--- src/rtl/float_pkg.sv ---
// Shared constants and types for the float32 -> int32 converter.
// Optional feature macro: ROUND_NEAREST_EN (round half-to-even instead of truncating).
package float_pkg;

  localparam int FP32_BIAS = 127;
  localparam int EXP_W     = 8;
  localparam int MANT_W    = 23;

  localparam logic [EXP_W-1:0] EXP_SPECIAL = 8'hFF;

  // Exponent whose unbiased value puts the hidden bit at integer bit 23,
  // i.e. the magnitude register needs no shift at all.
  localparam logic [EXP_W-1:0] EXP_NO_SHIFT = 8'(FP32_BIAS + MANT_W);
  // Smallest exponent that no longer fits a signed 32-bit integer (e = 31).
  localparam logic [EXP_W-1:0] EXP_SAT      = 8'(FP32_BIAS + 31);

  localparam logic [31:0] INT32_MAX = 32'h7FFF_FFFF;
  localparam logic [31:0] INT32_MIN = 32'h8000_0000;

  typedef enum logic [1:0] {
    IDLE,
    SHIFT,
    FINISH,
    DONE
  } state_t;

  typedef struct packed {
    logic              sign;
    logic [EXP_W-1:0]  exp;
    logic [MANT_W-1:0] mant;
  } fp32_t;

endpackage

--- src/rtl/float32_unpack.sv ---
// Combinational field split and classification of a float32 operand.
// Optional feature macro: ROUND_NEAREST_EN (lets e = -1 reach the shifter).
module float32_unpack
  import float_pkg::*;
(
  input  logic [31:0] a_operand,
  output fp32_t       fields,
  output logic        is_zero,
  output logic        is_nan,
  output logic        is_inf,
  output logic        too_big,
  output logic        too_small
);

  assign fields  = fp32_t'(a_operand);

  // Zero and denormals both collapse to a zero integer.
  assign is_zero = (fields.exp == '0);
  assign is_nan  = (fields.exp == EXP_SPECIAL) && (fields.mant != '0);
  assign is_inf  = (fields.exp == EXP_SPECIAL) && (fields.mant == '0);

  // e >= 31 cannot be represented (the -2^31 corner is resolved by the top).
  assign too_big = (fields.exp >= EXP_SAT) && (fields.exp != EXP_SPECIAL);

`ifdef ROUND_NEAREST_EN
  // e = -1 may round up to 1, so only e <= -2 is a guaranteed zero.
  assign too_small = !is_zero && (fields.exp < 8'(FP32_BIAS - 1));
`else
  assign too_small = !is_zero && (fields.exp < 8'(FP32_BIAS));
`endif

endmodule

--- src/rtl/float32_to_int32_seq.sv ---
// Multi-cycle float32 -> signed int32 converter with an iterative shifter
// and valid/ready handshakes on both sides. SHIFT_STEP (1, 2, 4 or 8) sets
// how many bit positions the magnitude moves per SHIFT cycle.
// Optional feature macro: ROUND_NEAREST_EN (round half-to-even; default truncates).
module float32_to_int32_seq
  import float_pkg::*;
#(
  parameter int SHIFT_STEP = 1
) (
  input  logic        clk,
  input  logic        rst_n,
  input  logic        in_valid,
  output logic        in_ready,
  input  logic [31:0] a_operand,
  output logic        out_valid,
  input  logic        out_ready,
  output logic [31:0] result,
  output logic        Exception
);

  localparam logic [4:0] STEP = 5'(SHIFT_STEP);

  state_t      state, state_n;

  // Operand context captured at accept.
  logic [31:0] mag_q;
  logic        sign_q;
  logic        left_q;
  logic [4:0]  rem_q;
  logic        special_q;
  logic [31:0] spec_res_q;
  logic        spec_exc_q;

  logic [31:0] result_q;
  logic        exc_q;

`ifdef ROUND_NEAREST_EN
  logic        guard_q, sticky_q;
  logic        guard_n, sticky_n;
`endif

  fp32_t       f;
  logic        is_zero, is_nan, is_inf, too_big, too_small;
  logic        is_special;
  logic        left_in;
  logic [4:0]  n_in;
  logic [31:0] spec_res;
  logic        spec_exc;
  logic [4:0]  amt;
  logic [31:0] mag_sh;
  logic [31:0] mag_rnd;
  logic [31:0] final_res;

  float32_unpack u_unpack (
    .a_operand (a_operand),
    .fields    (f),
    .is_zero   (is_zero),
    .is_nan    (is_nan),
    .is_inf    (is_inf),
    .too_big   (too_big),
    .too_small (too_small)
  );

  assign is_special = is_zero | is_nan | is_inf | too_big | too_small;

  // Shift direction and distance relative to the no-shift exponent (e = 23).
  assign left_in = (f.exp > EXP_NO_SHIFT);
  assign n_in    = left_in ? 5'(f.exp - EXP_NO_SHIFT) : 5'(EXP_NO_SHIFT - f.exp);

  // Result for inputs that bypass the shifter.
  always_comb begin
    // NOTE: every always_comb output gets a default first so no path can
    // leave it unassigned and infer a latch.
    spec_res = '0;
    spec_exc = 1'b0;
    if (is_nan) begin
      spec_exc = 1'b1;
    end else if (is_inf || too_big) begin
      spec_res = f.sign ? INT32_MIN : INT32_MAX;
      // -2^31 exactly is representable, so it is not flagged.
      spec_exc = !(f.sign && (f.exp == EXP_SAT) && (f.mant == '0));
    end
  end

  assign amt = (rem_q < STEP) ? rem_q : STEP;

  // One SHIFT cycle: move the magnitude by amt positions, one bit at a time,
  // so the bits falling off the right end feed guard/sticky in order.
  always_comb begin
    mag_sh = mag_q;
`ifdef ROUND_NEAREST_EN
    guard_n  = guard_q;
    sticky_n = sticky_q;
`endif
    for (int i = 0; i < SHIFT_STEP; i++) begin
      if (5'(i) < amt) begin
        if (left_q) begin
          mag_sh = mag_sh << 1;
        end else begin
`ifdef ROUND_NEAREST_EN
          sticky_n = sticky_n | guard_n;
          guard_n  = mag_sh[0];
`endif
          mag_sh = mag_sh >> 1;
        end
      end
    end
  end

  // Optional rounding, then two's-complement negation for negative inputs.
  always_comb begin
`ifdef ROUND_NEAREST_EN
    mag_rnd = mag_q + {31'b0, guard_q & (sticky_q | mag_q[0])};
`else
    mag_rnd = mag_q;
`endif
    final_res = sign_q ? (~mag_rnd + 32'd1) : mag_rnd;
  end

  // State register.
  always_ff @(posedge clk or negedge rst_n) begin
    if (!rst_n) begin
      state <= IDLE;
    end else begin
      // NOTE: sequential state uses non-blocking assignment so every register
      // samples the pre-edge values regardless of statement order.
      state <= state_n;
    end
  end

  // Next-state logic and handshake outputs.
  always_comb begin
    state_n   = state;
    in_ready  = 1'b0;
    out_valid = 1'b0;
    case (state)
      IDLE: begin
        in_ready = 1'b1;
        if (in_valid) begin
          state_n = (is_special || (n_in == '0)) ? FINISH : SHIFT;
        end
      end
      SHIFT: begin
        if (rem_q == amt) state_n = FINISH;
      end
      FINISH: begin
        state_n = DONE;
      end
      DONE: begin
        out_valid = 1'b1;
        if (out_ready) state_n = IDLE;
      end
      default: state_n = IDLE;
    endcase
  end

  // Datapath: capture at accept, iterate in SHIFT, register the result in FINISH.
  always_ff @(posedge clk or negedge rst_n) begin
    if (!rst_n) begin
      // NOTE: all datapath registers are reset so a mid-operation reset leaves
      // no stale operand context and result reads zero immediately.
      mag_q      <= '0;
      sign_q     <= 1'b0;
      left_q     <= 1'b0;
      rem_q      <= '0;
      special_q  <= 1'b0;
      spec_res_q <= '0;
      spec_exc_q <= 1'b0;
      result_q   <= '0;
      exc_q      <= 1'b0;
`ifdef ROUND_NEAREST_EN
      guard_q    <= 1'b0;
      sticky_q   <= 1'b0;
`endif
    end else begin
      case (state)
        IDLE: begin
          if (in_valid) begin
            mag_q      <= {8'b0, 1'b1, f.mant};
            sign_q     <= f.sign;
            left_q     <= left_in;
            rem_q      <= n_in;
            special_q  <= is_special;
            spec_res_q <= spec_res;
            spec_exc_q <= spec_exc;
`ifdef ROUND_NEAREST_EN
            guard_q    <= 1'b0;
            sticky_q   <= 1'b0;
`endif
          end
        end
        SHIFT: begin
          mag_q <= mag_sh;
          rem_q <= rem_q - amt;
`ifdef ROUND_NEAREST_EN
          guard_q  <= guard_n;
          sticky_q <= sticky_n;
`endif
        end
        FINISH: begin
          if (special_q) begin
            result_q <= spec_res_q;
            exc_q    <= spec_exc_q;
          end else begin
            result_q <= final_res;
            exc_q    <= 1'b0;
          end
        end
        default: ;
      endcase
    end
  end

  assign result    = result_q;
  assign Exception = exc_q;

endmodule

--- config.mk ---
export PLATFORM = sky130hd
export DESIGN_NAME = float32_to_int32_seq
export DESIGN_NICKNAME = d
export VERILOG_FILES = /design/src/rtl/float_pkg.sv /design/src/rtl/float32_unpack.sv /design/src/rtl/float32_to_int32_seq.sv
export SDC_FILE = /design/constraint.sdc
export NUM_CORES = 1
export LEC_CHECK = 0
export BUFFER_PORTS_ARGS = -buffer_cell sky130_fd_sc_hd__buf_2
export CORE_MARGIN = 2
export CORE_UTILIZATION = 46
export DETAILED_ROUTE_END_ITERATION = 8
export GPL_TIMING_DRIVEN = 0
export PLACE_DENSITY = 0.74
export SETUP_SLACK_MARGIN = 0.02
export SLEW_MARGIN = 10
export SYNTH_ARGS = -nofsm -noshare
export SYNTH_HDL_FRONTEND = slang
export SYNTH_HIERARCHICAL = 1
export SYNTH_SLANG_ARGS = --single-unit
--- constraint.sdc ---
create_clock -name clk -period 7.05 [get_ports clk]
set_clock_uncertainty 0.2 [all_clocks]
set_input_delay 0.3525 -clock clk [delete_from_list [all_inputs] [get_ports clk]]
set_output_delay 0.3525 -clock clk [all_outputs]
set_load 0.01 [all_outputs]
# ---- Yosys cells after proc, flatten, opt, wreduce, memory -nomap -nowiden
# Cells that the tools add are included.
dict set report totals {
  out_inout_bits 35
  wordCells 78
  inputBits 36
  reg_bits 108
}
dict set report classes {
  muxes 23
  addsub 4
  eq_ne 11
  magnitude_cmp 5
  n_bitwise 5
  n_reduce_logical 20
}
# cell count
set ops {}
lappend ops {{$mux 32} 8}
lappend ops {{$pmux 32 s2} 1}
lappend ops {{$add 32x1->32 const B} 1}
lappend ops {{$not 32->32} 1}
lappend ops {{$logic_not 23->1} 1}
lappend ops {{$reduce_bool 23->1} 1}
lappend ops {{$eq 8x8->1 const B} 2}
lappend ops {{$mux 5} 3}
lappend ops {{$pmux 5 s2} 1}
lappend ops {{$ge 8x8->1 const B} 1}
lappend ops {{$gt 8x8->1 const B} 1}
lappend ops {{$logic_not 8->1} 1}
lappend ops {{$lt 8x7->1 const B} 1}
lappend ops {{$mux 2} 4}
lappend ops {{$ne 2x2->1 const B} 4}
lappend ops {{$ne 8x8->1 const B} 1}
lappend ops {{$pmux 2 s4} 1}
lappend ops {{$logic_and 1x1->1} 6}
lappend ops {{$reduce_and 3->1} 2}
lappend ops {{$eq 5x5->1} 1}
lappend ops {{$logic_not 5->1} 1}
lappend ops {{$lt 1x5->1 const A} 1}
lappend ops {{$lt 5x1->1 const B} 1}
lappend ops {{$mux 1} 5}
lappend ops {{11 further kinds} 18}

# ---- Longest topological paths before layout
# Gate-level depths: netlist of run 1.
dict set report depth {
  depth_word 10
  ltp_mapped 10
}

# ---- Hierarchy
# Netlist of run 1, hierarchy kept.
# module cells_per_inst instances area_each_um2 seq_area_each_um2
set modules_own_cells {}
lappend modules_own_cells {float32_to_int32_seq 574 1 4982.3 1951.9}
lappend modules_own_cells {float32_unpack 52 1 377.9 0.0}

# ---- Least setup slack after synthesis of run 1
# No wires, ideal clock.
dict set report synth_path {
  kind {reg-to-reg}
  startpoint {register state[0]}
  endpoint {register mag_q[0]}
  setup_slack_ps 4730
  synth_period_minus_slack_ps 2320
  t_arrival_ps 1984
  path_stages_with_launch 10
  n_path_buf 3
  cell_sequence {dfrtp_1 > inv_1 > ha_1 > clkbuf_1 > inv_1 > a21boi_1 > a31o_2 > buf_2 > buf_1 > o21ai_0}
}
dict set report synth_between {
  elab_chain_len 3
  word_cells_on_any_way 7
  cone_classes {eq/ne: 3; mux: 1; reduce/logical: 3}
}
# item line_no
set synth_lines {}
lappend synth_lines {{start: declaration} float32_to_int32_seq.sv:23} ;# state_t state, state_n;
lappend synth_lines {{start signal: assignment} float32_to_int32_seq.sv:127} ;# state <= state_n;
lappend synth_lines {{$eq 2x1->1 or $logic_not 2->1 (tied branches)} float32_to_int32_seq.sv:176} ;# case (state)
lappend synth_lines {{$ne 2x2->1 (no source line) or $reduce_bool 2->1 (tied branches)} n/a}
lappend synth_lines {{$reduce_and 3->1 (no source line)} n/a}
lappend synth_lines {{end signal: assignment} float32_to_int32_seq.sv:179} ;# mag_q <= {8'b0, 1'b1, f.mant};
lappend synth_lines {{end signal: assignment} float32_to_int32_seq.sv:193} ;# mag_q <= mag_sh;
lappend synth_lines {{end: declaration} float32_to_int32_seq.sv:26} ;# logic [31:0] mag_q;
# Parallel ways exist; a longest one is shown, timed or not.
# A chain may end at the register's enable or synchronous reset.

# ---- Worst setup path in the final report of run 1
dict set report layout_path {
  startpoint {register state[0]}
  endpoint {register mag_q[1]}
}
# The elaborated chain is that of the path after synthesis.

==> results of run 1 <==
[layout make-up]
cell class,instances,area [um^2]
flip-flops and latches,78,1950
plain buffers,75,407
inverters,24,90.1
fillers,1046,5190
well taps,143,179
clock buffers,11,243
multi-input cells,449,2910
clock inverters,5,58.8
repair buffers,71,385
[worst max-delay path: stages (launching register included)]
cell	delay, ns
dfrtp_1	0.42
inv_1	0.12
ha_1	0.21
clkbuf_1	0.36
inv_1	0.18
a21boi_1	0.35
a31o_2	0.17
buf_2	0.22
buf_1	0.41
o21ai_0	0.19
[registers in the layout (all words and copies together), names as in the netlist]
register and count:
left_q 1, rem_q 5, result 32, Exception 1, state 2, spec_exc_q 1
special_q 1, mag_q 32, sign_q 1, spec_res_q 2
[kinds of logic after synthesis]
kind of cell               count (synthesis)  synth area share [%]
xor gates and xnor gates                  24                  3.92
and+or+nand+nor                          193                  19.5
adders and majority gates                 12                  2.80
DFF                                       78                  36.4
buffers and inverters                     99                  9.27
muxes                                     41                  7.77
AOI/OAI and AO/OA                        179                  20.4
[timing repair]
item,CTS,global route
endpoints found under the hold margin,29,0
gates resized for setup,0,0
endpoints found under the setup margin,0,0
hold buffers,1,0
[power by group through the flow]
stage,clock network [mW],logic (mW),registers (mW)
finish,0.471,1.49,0.852
global route,0.497,1.66,0.878
detailed placement,0,1.47,0.854
global placement,0,1.43,0.836
floorplan,0,1.02,0.844
CTS,0.478,1.48,0.846
[synthesized netlist by cell type (all sizes together) (3+ instances only)]
master	n	area, um^2
dfrtp	78	1950
o21ai	66	330
nand2	59	224
a21oi	45	225
buf	42	282
nor2	39	154
mux2i	36	360
clkbuf	33	125
inv	24	90.1
nor4	23	193
xor2	17	149
o31ai	16	120
ha	12	150
nor3	12	60.1
nand2b	10	62.6
nand3	8	40.0
o41ai	8	70.1
xnor2	7	61.3
a21o	6	45.0
o211ai	6	45.0
or2	6	37.5
or4	6	52.6
mux2	5	56.3
nand4	5	31.3
o22ai	5	31.3
and2	4	25.0
o311ai	4	35.0
or3	4	25.0
nor3b	3	22.5
nor4b	3	26.3
o21a	3	22.5
[worst max-delay path by stage]
stage | slack [ns] | endpoint | startpoint
CTS | 4.09 | mag_q[1] | state[0]
finish | 4.07 | mag_q[1] | state[0]
detailed placement | 4.10 | mag_q[1] | state[0]
floorplan | 4.73 | mag_q[0] | state[0]
global route | 3.83 | mag_q[1] | state[0]
global placement | 4.22 | mag_q[3] | state[0]
[per-layer routing]
metal	wire length, um	up-vias
met4	182	0
met2	6780	195
met3	951	16
met5	0	-
met1	6640	2370
li1	-	2385
==> impl_metrics.json, run 1 <==
{
  "critPathCaptureType": "flip-flop",
  "switching_share_pct": 46.0,
  "maxCapViolCount": 0,
  "startpoint_type": "flip-flop",
  "grt_pass1_wl_um": 24200,
  "grt_start_max_net_pins": 50,
  "slew_viol_final": 0,
  "drt_pass1_iterations": 5,
  "antenna_found_initial": 0,
  "leakage_nw": 2.67,
  "fin_tns_setup_ns": 0,
  "reg2reg_depth": 9,
  "rows": 39,
  "crit_fanout": 10,
  "p_switching_mw": 1.29,
  "synthFlopType": "dfrtp_1",
  "crit_arrival_ns": 2.99,
  "rsz0062_at_grt": "no",
  "synth_seq_cells": 78,
  "vias": 4966,
  "initial_utilization_pct": 46.9,
  "clock_power_share_pct": 16.7,
  "syn_area_per_cell_um2": 8.56,
  "post-route-period-util_pct": 42.3,
  "layout_setup_ws_ns": 4.07,
  "synthToLayoutAreaGrowth_pct": 16.2,
  "status": "complete, no violations",
  "seqPwrFrac_pct": 30.3,
  "clk_path_buf_depth": 2,
  "drc": 0,
  "synth_warnings": 6,
  "ios": 71,
  "yosysSeqAreaShare_pct": 36.4,
  "die_area_um2": 12500,
  "comb_power_share_pct": 53.0,
  "cts_buffers": 9,
  "layout.cells.non_filler": 856,
  "worstPathRequired_ns": 7.05,
  "intPower_mw": 1.52,
  "routed_wl_um": 14500,
  "syn_inst": 626,
  "async_flop_share_pct": 100,
  "hold_violations": 0,
  "fin_util_pct": 54.5,
  "place_inst": 839,
  "routedWlPerCell_um": 17.0,
  "met3_usage_pct": 4.19,
  "rrSetupSlack_ns": 4.07,
  "tritoncts": "yes",
  "grt_use_total_pct": 23.8,
  "post_cts_buffers": 0,
  "grt_pass1_vias": 4879,
  "gp_congestion": 0.935,
  "dpl-instance-area_um2": 5910,
  "p_total_mw": 2.82,
  "die_w_um": 112,
  "synth_fp_nets": 674,
  "crit_type": "flip-flop to flip-flop",
  "worstHoldStart": "a_operand[31]",
  "ys_types": 63,
  "powerDensity_nw_per_um2": 452,
  "use_met2_pct": 39.0,
  "worstHoldPathType": "primary input to flip-flop",
  "core_um2": 11400,
  "final_area_um2": 6230,
  "hpwl_um": 11300,
  "clock_sinks": 78,
  "insertion_delay_ns": 0.35,
  "netlist_area_um2": 5360,
  "setup_viol": 0,
  "clkTransAtPathRegs_ns": 0.06,
  "tightestPinTransition_ns": 0.686,
  "clock-root-buffer": "clkbuf_16",
  "final_common_cell": "dfrtp_1",
  "diodes": 0,
  "synth_edf_count": 0,
  "grt.busiest_layer": "met2",
  "timing.rr.end": "mag_q[1]",
  "use_met1_pct": 32.3,
  "r2r_start": "state[0]",
  "period_needed_ns": 2.98,
  "relSlewSlack_pct": 54.2,
  "die_height_um": 112,
  "detail_route.vias_per_cell": 5.80,
  "vdd_drop_max_v": 0.000271,
  "hold_depth": 2,
  "antenna_left": 0,
  "grt_overflow": 0,
  "final_cell_mix": "dfrtp_1 (78), buf_2 (71), o21ai_0 (64)",
  "drt_iter0_markers": 541,
  "preCtsSetupSlack_ns": 4.10,
  "htree_num_levels": 3,
  "drive_gt1_share_pct": 20.2,
  "holdWs_ns": 0.0491,
  "hold_path_end": "spec_res_q[30]",
  "max_freq_ghz": 0.335,
  "io_buffers": 69,
  "nets": 756
}
Power figures use the tool's default switching activity.
==> run 2, diff against run 1 <==
==> constraint.sdc (replaced) <==
create_clock -name clk -period 2.9 [get_ports clk]
set_clock_uncertainty 0.2 [all_clocks]
set_input_delay 0.145 -clock clk [delete_from_list [all_inputs] [get_ports clk]]
set_output_delay 0.145 -clock clk [all_outputs]
set_load 0.01 [all_outputs]
==> run 2 against run 1 <==
Compared with the run above:
- core utilization grew 0.35 points
- largest power group unchanged
- worst hold slack lost 0.032 ns
- via count grew 0.10%
- wire length grew 0.59%
- critical path depth shrank 1
- count of clock-buffer cells in the layout is the same
- total power grew 140%
- sequential power grew 140%
- register-to-register slack lost 3.8 ns
- non-clock buffer count grew 3
- setup slack lost 3.8 ns
==> impl_metrics.json, run 2 (same netlist as run 1, synthesis figures left out) <==
{
  "status": "complete, no violations",
  "fin_util_pct": 54.9,
  "clk_path_buf_depth": 2,
  "post-route-period-util_pct": 90.6,
  "worstPathRequired_ns": 2.93,
  "nets": 759,
  "grt_start_max_net_pins": 50,
  "vias": 4971,
  "ios": 71,
  "cts_buffers": 9,
  "setup_viol": 0,
  "drt_pass1_iterations": 6,
  "crit_arrival_ns": 2.65,
  "grt_overflow": 0,
  "worstHoldPathType": "primary input to flip-flop",
  "drt_iter0_markers": 530,
  "hold_violations": 0,
  "relSlewSlack_pct": 54.0,
  "die_area_um2": 12500,
  "leakage_nw": 2.70,
  "drive_gt1_share_pct": 20.9,
  "clkTransAtPathRegs_ns": 0.06,
  "rrSetupSlack_ns": 0.27,
  "comb_power_share_pct": 53.2,
  "startpoint_type": "flip-flop",
  "antenna_left": 0,
  "critPathCaptureType": "flip-flop",
  "die_height_um": 112,
  "powerDensity_nw_per_um2": 1100,
  "initial_utilization_pct": 46.9,
  "hpwl_um": 11300,
  "insertion_delay_ns": 0.34,
  "rows": 39,
  "drc": 0,
  "clock-root-buffer": "clkbuf_16",
  "intPower_mw": 3.71,
  "layout_setup_ws_ns": 0.274,
  "crit_fanout": 6,
  "synthToLayoutAreaGrowth_pct": 16.9,
  "final_common_cell": "dfrtp_1",
  "preCtsSetupSlack_ns": -0.0522,
  "clock_sinks": 78,
  "antenna_found_initial": 0,
  "routed_wl_um": 14600,
  "crit_type": "flip-flop to flip-flop",
  "gp_congestion": 0.935,
  "place_inst": 839,
  "die_w_um": 112,
  "seqPwrFrac_pct": 30.1,
  "layout.cells.non_filler": 859,
  "maxCapViolCount": 0,
  "post_cts_buffers": 0,
  "final_cell_mix": "dfrtp_1 (78), buf_2 (72), o21ai_0 (64)",
  "rsz0062_at_grt": "no",
  "grt_pass1_wl_um": 24300,
  "htree_num_levels": 3,
  "core_um2": 11400,
  "clock_power_share_pct": 16.7,
  "detail_route.vias_per_cell": 5.79,
  "slew_viol_final": 0,
  "grt_use_total_pct": 23.9,
  "tritoncts": "yes",
  "tightestPinTransition_ns": 0.689,
  "p_switching_mw": 3.15,
  "routedWlPerCell_um": 17.0,
  "max_freq_ghz": 0.381,
  "switching_share_pct": 45.9,
  "vdd_drop_max_v": 0.000660,
  "io_buffers": 69,
  "diodes": 0,
  "grt_pass1_vias": 4900,
  "period_needed_ns": 2.63
}
run 2: layout make-up:
class | instances | area, um^2
Buffer | 75 | 413
Clock buffer | 11 | 243
Clock inverter | 5 | 58.8
Fill cell | 1037 | 5150
Inverter | 24 | 90.1
Multi-Input combinational cell | 449 | 2920
Sequential cell | 78 | 1950
Tap cell | 143 | 179
Timing Repair Buffer | 74 | 415
run 2: power by group through the flow:
stage,Sequential (mW),Clock [mW],Combinational [mW]
3_3_place_gp,2.03,0,3.47
4_1_cts,2.06,1.16,3.61
3_5_place_dp,2.08,0,3.58
2_1_floorplan,2.05,0,2.49
6_report,2.07,1.14,3.65
5_1_grt,2.14,1.21,4.06
run 2: stage by stage:
step	power (mW)	setup TNS (ns)	hold WS (ns)	area, um^2
after floorplan	4.54	0	-0.351	5360
after global placement	5.50	0	0.188	5880
after detailed placement	5.66	-0.153	-0.0967	5910
after CTS	6.83	0	0.00124	6260
after global routing	7.41	0	0.0280	6270
final	6.87	0	0.0171	6270
run 2: worst paths after layout:
check,from,end,cells after the start
worst min register to register,result[11],result[11],1
max in group asynchronous,rst_n,mag_q[9],3
worst max register to register,rem_q[4],state[0],8
worst max-delay path,rem_q[4],state[0],8
worst min-delay path,a_operand[7],mag_q[7],4
min in group asynchronous,rst_n,result[24],2
run 2: repair_timing:
item | in CTS | in global routing
cloned | 0 | 0
gates resized for setup | 1 | 7
endpoints found under the hold margin | 83 | 0
hold buffers | 4 | 0
endpoints found under the setup margin | 10 | 32
run 2: critical path: stages (launching register included):
cell	delay, ns
dfrtp_1	0.43
nor4_1	0.42
nor2_1	0.12
inv_1	0.08
ha_1	0.14
nand2_1	0.05
a221oi_1	0.56
mux2_2	0.41
o31a_1	0.10
run 2: per-layer routing:
metal / GRT usage [%] / vias to the layer above / routed length, um
li1: - / 2397 / -
met1: 32.3 / 2384 / 6810
met2: 39.2 / 173 / 6780
met3: 4.19 / 17 / 848
met4: 7.48 / 0 / 187
met5: 0 / - / 0
==> run 3, diff against run 2 <==
--- a/config.mk
+++ b/config.mk
@@ -15,5 +15,4 @@
 export SLEW_MARGIN = 10
 export SYNTH_ARGS = -nofsm -noshare
 export SYNTH_HDL_FRONTEND = slang
-export SYNTH_HIERARCHICAL = 1
 export SYNTH_SLANG_ARGS = --single-unit
==> run 3 against run 2 <==
Compared with the run above:
- critical path depth fell by 1
- setup slack improved by 0.0013 ns
- area after synthesis fell by 7.7%
- critical endpoint is now result[29]
- largest power group unchanged
==> impl_metrics.json, run 3 <==
{
  "grt_start_max_net_pins": 50,
  "crit_slowest_cell": "nor4_2",
  "nets": 729,
  "tightestPinTransition_ns": 0.779,
  "rsz0062_at_grt": "no",
  "clock-root-buffer": "clkbuf_8",
  "die_area_um2": 11600,
  "syn_inst": 572,
  "fillerInstances": 942,
  "synth_warnings": 0,
  "ios": 71,
  "final_cell_mix": "dfrtp_1 (78), buf_2 (70), o21ai_0 (65)",
  "critPathCaptureType": "flip-flop",
  "synth.most_common_cell": "dfrtp_1",
  "crit_fanout": 7,
  "maxCapViolCount": 0,
  "hold_violations": 0,
  "drt_iter0_markers": 426,
  "worstHoldPathType": "primary input to flip-flop",
  "antenna_found_initial": 0,
  "rows": 37,
  "place_inst": 779,
  "final_common_cell": "dfrtp_1",
  "die_w_um": 108,
  "synth_commonest_cells": "dfrtp_1 (78), o21ai_0 (65), nand2_1 (60)",
  "netlist_area_um2": 4950,
  "synthTopCellsByArea": "dfrtp_1 (39%), mux2i_1 (6.9%), o21ai_0 (6.6%)",
  "slowest_delay_ns": 0.55,
  "crit_type": "flip-flop to flip-flop",
  "htree_num_levels": 3,
  "powerDensity_nw_per_um2": 1080,
  "drive_gt1_share_pct": 16.5,
  "routed_wl_um": 14000,
  "hpwl_um": 9810,
  "die_height_um": 108,
  "core_um2": 10400,
  "synth_edf_count": 0,
  "clock_sinks": 78,
  "async_flop_share_pct": 100,
  "grt_pass1_vias": 4452,
  "slew_viol_final": 0,
  "yosysSeqAreaShare_pct": 39.4,
  "post-route-period-util_pct": 90.5,
  "setup_viol": 0,
  "ys_types": 60,
  "leakage_nw": 2.60,
  "layout.cells.non_filler": 822,
  "gp_congestion": 0.881,
  "grt_pass1_wl_um": 22600,
  "initial_utilization_pct": 47.7,
  "vdd_drop_max_v": 0.000518,
  "crit_arrival_ns": 2.67,
  "drc": 0,
  "yosysTopAreaCellShare_pct": 39.4,
  "detail_route.vias_per_cell": 5.82,
  "clkTransAtPathRegs_ns": 0.09,
  "period_needed_ns": 2.63,
  "status": "complete, no violations",
  "synth_seq_cells": 78,
  "syn_area_per_cell_um2": 8.65,
  "io_buffers": 70,
  "vias": 4788,
  "drt_pass1_iterations": 5,
  "synthToLayoutAreaGrowth_pct": 20.8,
  "synthFlopType": "dfrtp_1",
  "tritoncts": "yes",
  "clk_path_buf_depth": 2,
  "worstPathRequired_ns": 2.95,
  "startpoint_type": "flip-flop",
  "fin_tns_setup_ns": 0,
  "synth_fp_nets": 621,
  "synth.largest_area_cell": "dfrtp_1",
  "relSlewSlack_pct": 48.1,
  "max_freq_ghz": 0.381,
  "grt_use_total_pct": 24.7,
  "path_cells": "buf_2 -> nor4_2 -> nand4_2 -> nand2b_4 -> nor4_4 -> nor3_1 -> a311o_1",
  "antenna_left": 0,
  "insertion_delay_ns": 0.37,
  "cts_buffers": 9,
  "grt_overflow": 0,
  "routedWlPerCell_um": 17.1
}
run 3: critical path, delay by kind of cell, from the launching register on:
| family | cells | cell delay, ns |
|---|---|---|
| DFF | 1 | 0.36 |
| AOI/OAI and AO/OA | 1 | 0.33 |
| buffers and inverters | 1 | 0.16 |
| and+or+nand+nor | 5 | 1.45 |
run 3: cell families after synthesis:
family	Yosys count	share of synthesized area [%]
xor+xnor	28	4.96
compound gates	177	21.3
flops	78	39.4
simple gates	176	18.0
mux	35	7.10
buf+inv	65	5.94
fa+ha+maj	13	3.29
run 3: what timing repair did:
| item | in CTS | in global routing |
|---|---|---|
| hold buffers | 26 | 0 |
| endpoints found under the setup margin | 0 | 32 |
| resized for setup | 0 | 6 |
| hold endpoints to repair | 105 | 0 |
| buffers inserted | 0 | 0 |
run 3: final timing paths:
kind	slack [ns]	start	cells after the start	to
max reg2reg	0.27	mag_q[3]	7	result[29]
min reg2reg	0.32	spec_res_q[31]	2	spec_res_q[31]
min in group asynchronous	0.06	rst_n	2	result[26]
max	0.27	mag_q[3]	7	result[29]
max in group asynchronous	1.84	rst_n	3	result[3]
min	0.04	a_operand[30]	4	spec_res_q[30]
run 3: layer usage:
| layer | track usage, % | part of all wire [%] | up-vias |
|---|---|---|---|
| met2 | 39.9 | 47 | 200 |
| met3 | 2.91 | 5.9 | 29 |
| met4 | 7.60 | 1.9 | 0 |
| met5 | 0 | 0 | - |
| met1 | 34.7 | 45 | 2308 |
| li1 | - | - | 2251 |
run 3: through the flow:
step                cell area, um^2  power [mW]  worst slack, ns  utilization, %  hold WS [ns]
floorplan                      4950        4.36            0.597               -        -0.351
global placement               5470        5.31            0.236            52.7         0.174
CTS                            5970        6.38            0.126            57.6        0.0350
detailed placement             5500        5.43            0.146            53.0       -0.0875
global route                   5980        6.91            0.121            57.6         0.101
finish                         5980        6.44            0.275            57.7        0.0412
run 3: final cells by class:
cell class | count | area, um^2 | share of cell area, %
tap | 136 | 170 | 2.85
buffer | 42 | 211 | 3.54
clock inverter | 6 | 86.3 | 1.44
antenna | 1 | 2.50 | 0.0418
timing repair buffer | 97 | 641 | 10.7
inverter | 23 | 86.3 | 1.44
sequential | 78 | 1950 | 32.6
multi-input combinational | 429 | 2700 | 45.2
clock buffer | 10 | 128 | 2.13
run 3: power breakdown:
| part | internal, mW | total, mW | switching, mW |
|---|---|---|---|
| Combinational | 1.35 | 3.49 | 2.14 |
| Sequential | 1.58 | 2.05 | 0.470 |
| Clock | 0.484 | 0.906 | 0.422 |
